<file path="src/rtl/mem_arbiter_if.sv">
// Signal bundle between the core's IF/MEM ports, the arbiter and the shared memory bus.
// The slave modport is the arbiter's view; the master modport is the surrounding system's view.
interface mem_arbiter_if;
   logic        if_req_valid;
   logic [63:0] if_req_addr;
   logic        if_req_ready;
   logic        if_resp_valid;
   logic [63:0] if_resp_data;
   logic        if_resp_err;

   logic        mem_req_valid;
   logic [63:0] mem_req_addr;
   logic        mem_req_wen;
   logic [63:0] mem_req_wdata;
   logic [7:0]  mem_req_wmask;
   logic        mem_req_ready;
   logic        mem_resp_valid;
   logic [63:0] mem_resp_rdata;
   logic        mem_resp_err;

   logic        bus_req_valid;
   logic [63:0] bus_req_addr;
   logic        bus_req_wen;
   logic [63:0] bus_req_wdata;
   logic [7:0]  bus_req_wmask;
   logic        bus_req_ready;
   logic        bus_resp_valid;
   logic [63:0] bus_resp_rdata;

   modport slave (
      input  if_req_valid, if_req_addr,
      output if_req_ready, if_resp_valid, if_resp_data, if_resp_err,
      input  mem_req_valid, mem_req_addr, mem_req_wen, mem_req_wdata, mem_req_wmask,
      output mem_req_ready, mem_resp_valid, mem_resp_rdata, mem_resp_err,
      output bus_req_valid, bus_req_addr, bus_req_wen, bus_req_wdata, bus_req_wmask,
      input  bus_req_ready, bus_resp_valid, bus_resp_rdata
   );

   modport master (
      output if_req_valid, if_req_addr,
      input  if_req_ready, if_resp_valid, if_resp_data, if_resp_err,
      output mem_req_valid, mem_req_addr, mem_req_wen, mem_req_wdata, mem_req_wmask,
      input  mem_req_ready, mem_resp_valid, mem_resp_rdata, mem_resp_err,
      input  bus_req_valid, bus_req_addr, bus_req_wen, bus_req_wdata, bus_req_wmask,
      output bus_req_ready, bus_resp_valid, bus_resp_rdata
   );
endinterface

</file>
<file path="src/rtl/mem_arbiter.sv">
// Two-master (IF, MEM) arbiter onto one 64-bit request/response bus, one transaction in flight,
// MEM priority with optional IF fairness and a response timeout that returns an error.
module mem_arbiter #(
   parameter bit          FAIR           = 1'b1,
   parameter int unsigned TIMEOUT_CYCLES = 255
) (
   input logic           clk,
   input logic           rst,
   mem_arbiter_if.slave  arb
);
   typedef enum logic [1:0] {IDLE, REQ, WAIT} state_t;
   typedef enum logic {OWN_IF, OWN_MEM} owner_t;

   localparam logic [7:0] TIMEOUT_LIMIT = 8'(TIMEOUT_CYCLES);
   localparam bit         TIMEOUT_EN    = (TIMEOUT_CYCLES != 0);

   state_t      state_reg;
   owner_t      owner_reg;
   owner_t      last_grant_reg;
   logic [7:0]  count_reg;
   logic [63:0] addr_reg;
   logic        wen_reg;
   logic [63:0] wdata_reg;
   logic [7:0]  wmask_reg;

   logic        idle;
   logic        busy;
   logic        grant_mem;
   logic        grant_if;
   logic        resp_hit;
   logic        timed_out;
   logic        resp_fire;
   logic [63:0] resp_data;

   // Grants are gated by rst so every ready output reads 0 while reset is held.
   assign idle      = (state_reg == IDLE) && rst;
   assign busy      = (state_reg != IDLE);
   assign grant_mem = idle && arb.mem_req_valid &&
                      !(FAIR && (last_grant_reg == OWN_MEM) && arb.if_req_valid);
   assign grant_if  = idle && arb.if_req_valid && !grant_mem;

   // A real response always beats a timeout landing in the same cycle.
   assign resp_hit  = (state_reg == WAIT) && arb.bus_resp_valid;
   assign timed_out = TIMEOUT_EN && busy && (count_reg == TIMEOUT_LIMIT);
   assign resp_fire = resp_hit || timed_out;
   assign resp_data = resp_hit ? arb.bus_resp_rdata : 64'd0;

   assign arb.if_req_ready   = grant_if;
   assign arb.mem_req_ready  = grant_mem;

   assign arb.if_resp_valid  = resp_fire && (owner_reg == OWN_IF);
   assign arb.if_resp_err    = timed_out && !resp_hit && (owner_reg == OWN_IF);
   assign arb.if_resp_data   = (owner_reg == OWN_IF) ? resp_data : 64'd0;

   assign arb.mem_resp_valid = resp_fire && (owner_reg == OWN_MEM);
   assign arb.mem_resp_err   = timed_out && !resp_hit && (owner_reg == OWN_MEM);
   assign arb.mem_resp_rdata = ((owner_reg == OWN_MEM) && !wen_reg) ? resp_data : 64'd0;

   assign arb.bus_req_valid  = (state_reg == REQ) && !timed_out;
   assign arb.bus_req_addr   = addr_reg;
   assign arb.bus_req_wen    = wen_reg;
   assign arb.bus_req_wdata  = wdata_reg;
   assign arb.bus_req_wmask  = wmask_reg;

   always_ff @(posedge clk or negedge rst) begin
      if (!rst) begin
         state_reg      <= IDLE;
         owner_reg      <= OWN_IF;
         last_grant_reg <= OWN_IF;
         count_reg      <= 8'd0;
         addr_reg       <= 64'd0;
         wen_reg        <= 1'b0;
         wdata_reg      <= 64'd0;
         wmask_reg      <= 8'd0;
      end else begin
         case (state_reg)
            IDLE: begin
               if (grant_mem) begin
                  state_reg      <= REQ;
                  owner_reg      <= OWN_MEM;
                  last_grant_reg <= OWN_MEM;
                  count_reg      <= 8'd0;
                  addr_reg       <= arb.mem_req_addr;
                  wen_reg        <= arb.mem_req_wen;
                  wdata_reg      <= arb.mem_req_wdata;
                  wmask_reg      <= arb.mem_req_wmask;
               end else if (grant_if) begin
                  state_reg      <= REQ;
                  owner_reg      <= OWN_IF;
                  last_grant_reg <= OWN_IF;
                  count_reg      <= 8'd0;
                  addr_reg       <= arb.if_req_addr;
                  wen_reg        <= 1'b0;
                  wdata_reg      <= 64'd0;
                  wmask_reg      <= 8'd0;
               end
            end
            REQ: begin
               if (timed_out) begin
                  state_reg <= IDLE;
               end else begin
                  count_reg <= count_reg + 8'd1;
                  if (arb.bus_req_ready) state_reg <= WAIT;
               end
            end
            WAIT: begin
               if (resp_fire) state_reg <= IDLE;
               else           count_reg <= count_reg + 8'd1;
            end
            default: state_reg <= IDLE;
         endcase
      end
   end
endmodule

</file>
<file path="src/flat_wrapper.sv">
// flat-port wrapper written by rule: the top's interface ports become plain ports
module mem_arbiter_flat 
#(
   parameter bit          FAIR           = 1'b1,
   parameter int unsigned TIMEOUT_CYCLES = 255
)
  (clk, rst, arb_if_req_valid, arb_if_req_addr, arb_if_req_ready, arb_if_resp_valid, arb_if_resp_data, arb_if_resp_err, arb_mem_req_valid, arb_mem_req_addr, arb_mem_req_wen, arb_mem_req_wdata, arb_mem_req_wmask, arb_mem_req_ready, arb_mem_resp_valid, arb_mem_resp_rdata, arb_mem_resp_err, arb_bus_req_valid, arb_bus_req_addr, arb_bus_req_wen, arb_bus_req_wdata, arb_bus_req_wmask, arb_bus_req_ready, arb_bus_resp_valid, arb_bus_resp_rdata);
  mem_arbiter_if arb_i ();
  input logic clk;
  input logic rst;
  input wire logic [$bits(arb_i.if_req_valid)-1:0] arb_if_req_valid;
  input wire logic [$bits(arb_i.if_req_addr)-1:0] arb_if_req_addr;
  output wire logic [$bits(arb_i.if_req_ready)-1:0] arb_if_req_ready;
  output wire logic [$bits(arb_i.if_resp_valid)-1:0] arb_if_resp_valid;
  output wire logic [$bits(arb_i.if_resp_data)-1:0] arb_if_resp_data;
  output wire logic [$bits(arb_i.if_resp_err)-1:0] arb_if_resp_err;
  input wire logic [$bits(arb_i.mem_req_valid)-1:0] arb_mem_req_valid;
  input wire logic [$bits(arb_i.mem_req_addr)-1:0] arb_mem_req_addr;
  input wire logic [$bits(arb_i.mem_req_wen)-1:0] arb_mem_req_wen;
  input wire logic [$bits(arb_i.mem_req_wdata)-1:0] arb_mem_req_wdata;
  input wire logic [$bits(arb_i.mem_req_wmask)-1:0] arb_mem_req_wmask;
  output wire logic [$bits(arb_i.mem_req_ready)-1:0] arb_mem_req_ready;
  output wire logic [$bits(arb_i.mem_resp_valid)-1:0] arb_mem_resp_valid;
  output wire logic [$bits(arb_i.mem_resp_rdata)-1:0] arb_mem_resp_rdata;
  output wire logic [$bits(arb_i.mem_resp_err)-1:0] arb_mem_resp_err;
  output wire logic [$bits(arb_i.bus_req_valid)-1:0] arb_bus_req_valid;
  output wire logic [$bits(arb_i.bus_req_addr)-1:0] arb_bus_req_addr;
  output wire logic [$bits(arb_i.bus_req_wen)-1:0] arb_bus_req_wen;
  output wire logic [$bits(arb_i.bus_req_wdata)-1:0] arb_bus_req_wdata;
  output wire logic [$bits(arb_i.bus_req_wmask)-1:0] arb_bus_req_wmask;
  input wire logic [$bits(arb_i.bus_req_ready)-1:0] arb_bus_req_ready;
  input wire logic [$bits(arb_i.bus_resp_valid)-1:0] arb_bus_resp_valid;
  input wire logic [$bits(arb_i.bus_resp_rdata)-1:0] arb_bus_resp_rdata;
  assign arb_i.if_req_valid = arb_if_req_valid;
  assign arb_i.if_req_addr = arb_if_req_addr;
  assign arb_if_req_ready = arb_i.if_req_ready;
  assign arb_if_resp_valid = arb_i.if_resp_valid;
  assign arb_if_resp_data = arb_i.if_resp_data;
  assign arb_if_resp_err = arb_i.if_resp_err;
  assign arb_i.mem_req_valid = arb_mem_req_valid;
  assign arb_i.mem_req_addr = arb_mem_req_addr;
  assign arb_i.mem_req_wen = arb_mem_req_wen;
  assign arb_i.mem_req_wdata = arb_mem_req_wdata;
  assign arb_i.mem_req_wmask = arb_mem_req_wmask;
  assign arb_mem_req_ready = arb_i.mem_req_ready;
  assign arb_mem_resp_valid = arb_i.mem_resp_valid;
  assign arb_mem_resp_rdata = arb_i.mem_resp_rdata;
  assign arb_mem_resp_err = arb_i.mem_resp_err;
  assign arb_bus_req_valid = arb_i.bus_req_valid;
  assign arb_bus_req_addr = arb_i.bus_req_addr;
  assign arb_bus_req_wen = arb_i.bus_req_wen;
  assign arb_bus_req_wdata = arb_i.bus_req_wdata;
  assign arb_bus_req_wmask = arb_i.bus_req_wmask;
  assign arb_i.bus_req_ready = arb_bus_req_ready;
  assign arb_i.bus_resp_valid = arb_bus_resp_valid;
  assign arb_i.bus_resp_rdata = arb_bus_resp_rdata;
  mem_arbiter #(.FAIR(FAIR), .TIMEOUT_CYCLES(TIMEOUT_CYCLES)) u_core (.clk(clk), .rst(rst), .arb(arb_i));
endmodule
</file>
<file path="config.mk">
export PLATFORM = sky130hd
export DESIGN_NAME = mem_arbiter_flat
export DESIGN_NICKNAME = d
export VERILOG_FILES = /design/src/rtl/mem_arbiter_if.sv /design/src/rtl/mem_arbiter.sv /design/src/flat_wrapper.sv
export SDC_FILE = /design/constraint.sdc
export NUM_CORES = 1
export LEC_CHECK = 0
export ABC_AREA = 1
export CAP_MARGIN = 20
export CORE_AREA = 4 4 207 209
export CTS_CLUSTER_SIZE = 30
export DETAILED_ROUTE_END_ITERATION = 16
export DIE_AREA = 0 0 211 213
export RECOVER_POWER = 50
export SETUP_SLACK_MARGIN = 0.1
export SLEW_MARGIN = 40
export SYNTH_ARGS = -nofsm -noshare
export SYNTH_HDL_FRONTEND = slang
export SYNTH_SLANG_ARGS = --single-unit
</file>
<file path="constraint.sdc">
create_clock -name clk -period 1.74 [get_ports clk]
set_clock_uncertainty 0.15 [all_clocks]
set_input_delay 0.348 -clock clk [delete_from_list [all_inputs] [get_ports clk]]
set_output_delay 0.348 -clock clk [all_outputs]
set_load 0.01 [all_outputs]
</file>
==> summary.md <==
| Metric | Value |
|---|---|
| Initial core utilization | `18.7%` |
| Sequential power share | `25.4%` |
| # IOs | `543` |
| Synthesized cell area | `7650 sq um` |
| DP HPWL | `31.1 mm` |
| Finished Core Util | `45.9%` |
| Met3 wire len | `3.88 mm` |
| CTS H-Tree Depth | `4` |
| Clk slew on worst S/H paths | `0.07 ns` |
| Clock share of power | `17.7%` |
| Row count | `74` |
| Gate Count Post-Synth | `1015` |
| RSZ-0062 raised after global routing | `true` |
| Nature of the critical path endpoint | `primary output` |
| Power Dens Cells | `1270 nW/um^2` |
| Antenna Cells | `0` |
| Post-route ant nets | `0` |
| Slew Limit Fails | `0` |
| Clk Latency, worst-skew pair | `0.45 ns` |
| CP Max Fanout | `8` |
| First-pass GRT wire length | `64.5 mm` |
| Setup ws final | `-0.823 ns` |
| Core Box Area | `40800 sq um` |
| PortBufs | `542` |
| IR Drop Worst-Case VDD | `769 uV` |
| Sw Ratio | `39.4%` |
| Final Wtd Congestion | `0.909` |
| Failing checks | `setup timing` |
| Min-Delay Path Class | `in2reg` |
| Fillers | `3744` |
| Metal1 wirelength | `18.7 mm` |
| CTS tree | `yes` |
| Status | `complete, but fails checks` |
| Clock sink count | `148` |
| Period utilisation layout | `147%` |
| Max cap viols | `0` |
| Fin. Hold Viols | `0` |
| DRT Pass-1 Iters | `5` |
| Layout cells sized above 1 | `37.2%` |
| Combinational share of power | `56.8%` |
| Fin cells | `2259` |
| Grt total ovfl | `0` |
| Detailed Route WL | `50.9 mm` |
| CTS Buffer Depth | `2` |
| Worst Path Arrival | `2.07 ns` |
| Worst EP required | `1.24 ns` |
| Multi-input gate area | `5040 sq um` |
| Layout Area Growth over Synthesis | `145%` |
| Drt drc | `0` |
| Sequential element share of the synthesized area | `48.4%` |
| Vias in the first global route | `10121` |
| Relative slew slack | `5.78%` |
| Die Ht | `213 um` |
| Vias per cell | `4.60` |
| Post-layout minimum cycle time | `2.56 ns` |
| Initial antenna violation count | `2` |
| Sw power | `9430 uW` |
| Full die area | `44900 sq um` |
| Crit path kind | `reg2out` |
| Post-Place Cells | `2099` |
| Cell-internal power | `14500 uW` |
| Net Count, Synth | `1291` |
| Static leakage | `0.00892 uW` |
| Drt first-iter violations | `621` |
| Yosys warns | `0` |
| Slew @ Worst Pin | `1.41 ns` |
| Post-synthesis average cell area | `7.54 sq um` |
| Global Route Usage Sum | `19.0%` |
| Final number of setup-violating endpoints | `508` |
| TritonCTS buffer count | `17` |
| Chip width | `211 um` |
| Met2 wire length | `26.0 mm` |
| Total Nets Final | `1991` |
| Crit path launch type | `flop` |
| Post-synth cell types | `23` |
| Fmax achieved | `390 MHz` |
| Pin count of the biggest net entering global routing | `100` |
| #FFs+latches synth | `148` |
| FF+latch area | `3710 sq um` |
| Most frequent cells in the layout | `395 x clkdlybuf4s50_1, 245 x nand2_1, 192 x nand3_1` |
| DR vias | `10395` |
| Commonest non-fill, non-tap cell in the layout | `clkdlybuf4s50_1` |
| Routed WL per cell | `22.5 um` |
| Uppermost layer routed | `met5` |
| Root Buffer | `clkbuf_16` |
worst paths after layout:
path,start,end,slack [ns],depth (start not counted)
min reg2reg,u_core.arb.bus_req_wmask[7],u_core.arb.bus_req_wmask[7],0.35,2
min in group asynchronous,rst,u_core.arb.bus_req_wdata[54],0.31,2
max in group asynchronous,rst,u_core.arb.bus_req_addr[49],-0.15,3
min,arb_mem_req_wdata[30],u_core.arb.bus_req_wdata[30],0.28,3
max reg2reg,u_core.state_reg[0],u_core.count_reg[6],-0.52,15
max,u_core.state_reg[0],arb_mem_resp_rdata[25],-0.82,7
cells in the mapped netlist, drive strengths merged:
| master | count | area share (%) |
|---|---|---|
| inv | 81 | 4.0 |
| nand3 | 275 | 18 |
| a21oi | 3 | 0.20 |
| clkinv | 1 | 0.049 |
| o21ai | 4 | 0.26 |
| nand2 | 261 | 13 |
| dfrtp | 148 | 48 |
| buf | 48 | 3.6 |
| ha | 5 | 0.82 |
| nor3 | 130 | 8.5 |
| clkbuf | 38 | 1.9 |
| o21bai | 2 | 0.20 |
| nor3b | 1 | 0.098 |
| nor2 | 15 | 0.77 |
| or2 | 1 | 0.082 |
| nand4 | 2 | 0.16 |
metal layers:
metal / up-vias / global-route usage [%]
met1: 5043 / 21.5
met4: 4 / 9.05
met3: 82 / 5.91
li1: 4783 / -
met5: - / 0
met2: 483 / 32.6
kinds of logic (layout without fill, tap and decap cells):
family	count (synthesis)	after routing	share of synthesized area [%]
simple gates	685	688	40.6
compound gates	9	9	0.654
buf+inv	168	877	9.48
flops	148	148	48.4
fa+ha+maj	5	5	0.818
stage by stage:
step | area (sq um) | worst slack [ns] | hold WS (ns) | total power [uW] | setup TNS, ns
after floorplan | 8530 | -0.0667 | -0.0976 | 10400 | -4.92
after global placement | 15000 | -0.891 | 0.331 | 16500 | -166.80
after detailed placement | 15000 | -0.906 | 0.335 | 16700 | -168.75
after CTS | 16800 | -0.866 | -0.104 | 22100 | -139.22
after global routing | 18800 | -0.884 | 0.266 | 25100 | -235.61
final | 18800 | -0.823 | 0.278 | 23900 | -183.58
area by class of cell:
| class | count | area share (%) |
|---|---|---|
| inverter | 82 | 1.81 |
| timing repair inverter | 1 | 0.0400 |
| timing repair buffer | 763 | 44.5 |
| multi-input combinational | 702 | 26.9 |
| clock buffer | 19 | 2.41 |
| sequential | 148 | 19.8 |
| clock inverter | 12 | 1.08 |
| tap | 532 | 3.55 |
worst max-delay path: stages, from the launching register on:
cell and delay, ns:
dfrtp_1 0.39, inv_2 0.09, ha_4 0.27, nand2_8 0.15, buf_16 0.20, buf_8 0.12
nor3_4 0.21, buf_12 0.16
power by group through the flow:
stage	Sequential [uW]	Clock [uW]	Combinational [uW]
floorplan	6590	0	3790
global placement	5900	0	10600
detailed placement	5980	0	10700
CTS	5940	4330	11900
global route	6260	4450	14400
finish	6080	4240	13600
what timing repair did:
action | CTS | global route
endpoints found under the setup margin | 420 | 420
buffers inserted | 35 | 42
hold endpoints to repair | 49 | 49
resized for setup | 552 | 380
gates cloned | 24 | 37
pin swaps | 16 | 56
No activity file was read; power rests on OpenSTA's default activity.
